### src/rtl/cci_mpf_csrs_pkg.sv
// Shared MPF CSR types: WRO event vector layout and stats counter select.
package cci_mpf_csrs_pkg;

    localparam int CCI_MPF_WRO_NUM_EVENTS = 4;

    typedef enum logic [1:0] {
        RR = 2'd0,
        RW = 2'd1,
        WR = 2'd2,
        WW = 2'd3
    } t_cci_mpf_wro_event_idx;

    // rr is the MSB, so index RR selects events bit 3.
    typedef struct packed {
        logic rr_conflict;
        logic rw_conflict;
        logic wr_conflict;
        logic ww_conflict;
    } t_cci_mpf_wro_pipe_events;

    function automatic logic [1:0] evt_bit(input t_cci_mpf_wro_event_idx idx);
        return ~idx;
    endfunction

endpackage

### src/rtl/cci_mpf_event_counter.sv
// Single event counter with optional saturation and a sticky overflow flag.
module cci_mpf_event_counter #(
    parameter int WIDTH    = 48,
    parameter bit SATURATE = 1'b1
) (
    input  logic             clk,
    input  logic             reset,
    input  logic             clear,
    input  logic             inc,
    output logic [WIDTH-1:0] value,
    output logic             overflow
);

    logic [WIDTH-1:0] value_q, value_d;
    logic             ovf_q, ovf_d;
    logic             at_max;

    assign at_max = &value_q;

    // Clear takes priority so a coincident event is dropped.
    always_comb begin
        value_d = value_q;
        ovf_d   = ovf_q;
        if (clear) begin
            value_d = '0;
            ovf_d   = 1'b0;
        end else if (inc) begin
            ovf_d = ovf_q | at_max;
            if (!(at_max && SATURATE)) begin
                value_d = value_q + WIDTH'(1);
            end
        end
    end

    always_ff @(posedge clk or posedge reset) begin
        if (reset) begin
            value_q <= '0;
            ovf_q   <= 1'b0;
        end else begin
            value_q <= value_d;
            ovf_q   <= ovf_d;
        end
    end

    assign value    = value_q;
    assign overflow = ovf_q;

endmodule

### src/rtl/cci_mpf_wro_event_stats.sv
// WRO conflict statistics: four event counters behind a registered CSR read port.
module cci_mpf_wro_event_stats
    import cci_mpf_csrs_pkg::*;
#(
    parameter int COUNTER_WIDTH = 48,
    parameter bit SATURATE      = 1'b1
) (
    input  logic                              clk,
    input  logic                              reset,
    input  logic                              events_valid,
    input  t_cci_mpf_wro_pipe_events          events,
    input  logic                              clear,
    input  logic                              csr_rd_en,
    input  t_cci_mpf_wro_event_idx            csr_rd_idx,
    output logic                              csr_rd_valid,
    output logic [63:0]                       csr_rd_data,
    output logic [CCI_MPF_WRO_NUM_EVENTS-1:0] overflow
);

    logic [CCI_MPF_WRO_NUM_EVENTS-1:0] inc;
    logic [COUNTER_WIDTH-1:0]          cnt [CCI_MPF_WRO_NUM_EVENTS];

    assign inc = {CCI_MPF_WRO_NUM_EVENTS{events_valid}} & events;

    for (genvar i = 0; i < CCI_MPF_WRO_NUM_EVENTS; i++) begin : g_cnt
        cci_mpf_event_counter #(
            .WIDTH    (COUNTER_WIDTH),
            .SATURATE (SATURATE)
        ) u_cnt (
            .clk      (clk),
            .reset    (reset),
            .clear    (clear),
            .inc      (inc[i]),
            .value    (cnt[i]),
            .overflow (overflow[i])
        );
    end

    logic        rd_valid_q, rd_valid_d;
    logic [63:0] rd_data_q, rd_data_d;

    // Samples the pre-edge count, so same-cycle updates are not visible.
    always_comb begin
        rd_valid_d = csr_rd_en;
        rd_data_d  = rd_data_q;
        if (csr_rd_en) begin
            rd_data_d = 64'(cnt[evt_bit(csr_rd_idx)]);
        end
    end

    always_ff @(posedge clk or posedge reset) begin
        if (reset) begin
            rd_valid_q <= 1'b0;
            rd_data_q  <= '0;
        end else begin
            rd_valid_q <= rd_valid_d;
            rd_data_q  <= rd_data_d;
        end
    end

    assign csr_rd_valid = rd_valid_q;
    assign csr_rd_data  = rd_data_q;

endmodule

### config.mk
export PLATFORM = sky130hd
export DESIGN_NAME = cci_mpf_wro_event_stats
export DESIGN_NICKNAME = d
export VERILOG_FILES = /design/src/rtl/cci_mpf_csrs_pkg.sv /design/src/rtl/cci_mpf_event_counter.sv /design/src/rtl/cci_mpf_wro_event_stats.sv
export SDC_FILE = /design/constraint.sdc
export NUM_CORES = 1
export LEC_CHECK = 0
export BUFFER_PORTS_ARGS = -buffer_cell sky130_fd_sc_hd__buf_2
export CELL_PAD_IN_SITES_DETAIL_PLACEMENT = 1
export CELL_PAD_IN_SITES_GLOBAL_PLACEMENT = 2
export CORE_UTILIZATION = 35
export DETAILED_ROUTE_END_ITERATION = 12
export PLACE_DENSITY = 0.72
export SLEW_MARGIN = 10
export SYNTH_ARGS = -nofsm -noshare
export SYNTH_HDL_FRONTEND = slang
export SYNTH_SLANG_ARGS = --single-unit
export TNS_END_PERCENT = 20
### constraint.sdc
create_clock -name clk -period 28.3 [get_ports clk]
set_clock_uncertainty 0.15 [all_clocks]
set_input_delay 8.49 -clock clk [delete_from_list [all_inputs] [get_ports clk]]
set_output_delay 8.49 -clock clk [all_outputs]
set_load 0.02 [all_outputs]
==> results.toml <==
[grt]
gr-total-overflow = 0
grt_pass1_wl_mm = 66.58
grt_max_degree = 113
grt_pass1_vias = 10855
grt_antenna_before_repair = 0
grt_usage_pct = 22.07

[sta]
slew_violations = 0
fmaxAchievable_mhz = 95.18
finalHoldViolCount = 0
worst_pin_slew_ns = 1.198
rsz0062_at_grt = "false"
period_share_pct = 37.12
max_slew_margin_pct = 20.11
timing.final.crit_period_ns = 10.51
timing.setup.tns_ns = 0
setup_viol = 0

[die]
die_x_um = 198.8
rows = 71
die_height_um = 198.8
start_util_pct = 35.81
die_area_um2 = 39510
coreArea_um2 = 37840
ios = 80

[synth]
synth-warning-count = 0
syn_avg_cell_area_um2 = 10.09
ys_seq_elements = 245
synthSimpleGateAreaFrac_pct = 25.76
synth_compound_area_share_pct = 2.013
ys_types = 54
muxShareOfSynthArea_pct = 12.31
synth_edf_count = 0
synthArstFlopShare_pct = 100.0
syn-cell-area_um2 = 13550
yosys.area.top_type = "dfrtp_1"
yosysSeqAreaShare_pct = 45.24
ys_top_cells_by_area = "dfrtp_1 45%, mux4_2 8.0%, nor2_1 6.2%"
netlist.area_leader.share_pct = 45.24
synth-xor-area-share_pct = 10.99
synth_top_family_by_area = "simple AND/OR/NAND/NOR gates"
netlist_instances = 1343
ys.flop_type = "dfrtp_1"
synthAdderAreaFrac_pct = 0.3693

[worst_setup_path]
critPathMaxStageDelay_ns = 0.62
path_cells = "buf_2 -> and2_1 -> nand4_1 -> nor3_1 -> a21oi_1 -> a31o_2"
slowest_stage = "and2_1"
crit_arrival_ns = 10.82
criticalPathCategory = "in2reg"
cp_max_fo = 18
crit_required_ns = 28.61
start_kind = "input port"
end_kind = "flip-flop"

[layout]
final_nets = 1401
final_layout_size_suffix_gt1_share_pct = 16.83
area_growth_pct = 12.93
diodes = 0

[routing]
firstDrtPassIters = 4
drcViolationCount = 0
viasPerCell = 5.523
ant_nets = 0
wirelength_mm = 41.81
drt_iter0_drc = 650
wl_met1_mm = 20.62
post_drt_wl_per_cell_um = 21.79
dr_wl_met2_mm = 18.72
vias = 10598
highest_layer = "met4"
routed-wl-met3_mm = 1.838

[place]
numPortBuffers = 63
place_congestion = 0.8279
hpwlAfterDp_mm = 29.99

[clock_network]
tritoncts = "built"
ctsRootBufferMaster = "clkbuf_16"
cts_buffers = 30
htree_levels = 1
cts_resized = 0
cts_setup_buffers = 0
cts.sinks = 245
clock_latency_ns = 0.57
clk_pin_slew_worst_paths_ns = 0.06
ctsHoldBuffers = 0
clockBufferDepth = 3

[job]
drv_cap = 0

[power_and_ir_drop]
p_leak_nw = 6.155
ir_drop_v = 0.00003445
finalPower_mw = 0.7790
powerDensity_nw_per_um2 = 50.89

[hold_path]
hold_class = "reg2reg"

[outcome]
status = "finished, final reports clean"
registers in the layout, summed over array words and instances, names as in the netlist:
register,flops
csr_rd_valid,1
g_cnt.u_cnt.overflow,4
csr_rd_data,48
g_cnt.u_cnt.value,192
layout by cell type, fill, tap and decap left out, types with 3 or more instances in the layout:
cell,n
mux2_2,49
dfrtp_1,245
buf_4,14
clkbuf_8,9
mux4_2,48
and4b_1,4
or4_1,6
xor2_1,74
nor4b_1,7
clkbuf_16,31
nor2b_1,3
clkinv_2,3
nand2_1,75
o21ai_0,10
buf_2,62
and4_1,13
nor4_1,37
a21oi_1,19
ha_1,4
clkbuf_1,7
nor2_1,224
nor3_1,74
nand4b_1,4
nand4_1,85
and2_1,7
nor3b_1,3
inv_1,12
nor4_2,3
and3_1,25
or3_1,18
nand3_1,85
xnor2_1,96
conb_1,16
cell usage after synthesis (2+ instances only):
cell / number
o31ai_1: 2
inv_1: 13
clkbuf_1: 40
buf_4: 20
buf_2: 10
or3_1: 18
a311oi_1: 2
nand2b_1: 2
nand2_1: 75
o21ai_0: 10
mux2_2: 49
nand3b_1: 2
and2_1: 7
buf_1: 10
a31oi_1: 2
nor2_1: 224
mux4_2: 48
nand3_1: 85
a21oi_1: 19
nor4_1: 38
dfrtp_1: 245
and4_1: 13
xor2_1: 74
or4_4: 2
nor2b_1: 3
nor4_2: 2
mux2i_1: 2
nor4b_1: 7
a31o_2: 2
ha_1: 4
or4_1: 6
and3_1: 25
xnor2_1: 96
and4b_1: 4
nand4b_1: 4
nand4_1: 85
nor3b_1: 3
nor3_1: 74
path summary, 6_finish.rpt:
path | slack (ns) | startpoint | end | cells after the start
worst min register to register | 0.35 | g_cnt[1].u_cnt.overflow | g_cnt[1].u_cnt.overflow | 2
worst min-delay path | 0.35 | g_cnt[1].u_cnt.overflow | g_cnt[1].u_cnt.overflow | 2
min in group asynchronous | 7.95 | reset | g_cnt[3].u_cnt.value[3] | 2
worst max register to register | 24.80 | g_cnt[1].u_cnt.value[16] | g_cnt[1].u_cnt.value[45] | 6
max in group asynchronous | 18.58 | reset | g_cnt[0].u_cnt.value[8] | 3
worst max-delay path | 17.79 | events_valid | g_cnt[2].u_cnt.value[35] | 6
through the flow:
step	instances	instance area (µm²)	utilization, %	hold slack [ns]	worst slack, ns
after global routing	1919	15310	40.45	0.3650	17.69
after CTS	1919	15310	40.45	0.3544	17.87
after floorplan	1358	13610	-	0.3137	12.93
after detailed placement	1865	14290	37.76	0.3349	17.25
after global placement	1865	14290	37.76	0.3270	17.35
final	1919	15310	40.45	0.3486	17.79
where the power goes:
| group | leakage (nW) | switching [mW] | internal (mW) |
|---|---|---|---|
| clock | 0.495 | 0.156 | 0.241 |
| combinational | 2.24 | 0.0224 | 0.00675 |
| sequential | 3.42 | 0.00154 | 0.351 |
worst max-delay path: cells and delay by family:
| kind | cells | cell delay, ns |
|---|---|---|
| simple gates | 3 | 1.73 |
| buf+inv | 1 | 0.23 |
| compound gates | 2 | 0.36 |
cells by family after synthesis:
logic type / after synthesis
flops: 245
compound gates: 43
fa+ha+maj: 4
simple gates: 686
buf+inv: 94
other cells: 1
xor+xnor: 170
mux: 100
area by class of cell:
| type | count | area, µm² |
|---|---|---|
| clock buffers | 47 | 925.9 |
| flip-flops and latches | 245 | 6131 |
| inverters | 13 | 56.30 |
| multi-input cells | 1019 | 7037 |
| fillers | 4289 | 22540 |
| clock inverters | 7 | 90.09 |
| well taps | 511 | 639.4 |
| repair buffers | 77 | 426.7 |
routing by layer:
metal  up-vias  global-route usage (%)
met3        43                   2.831
li1       4884                       -
met5         -                       0
met2       172                   33.24
met4         0                   4.786
met1      5499                   33.56
No activity file was read; power rests on OpenSTA's default activity.
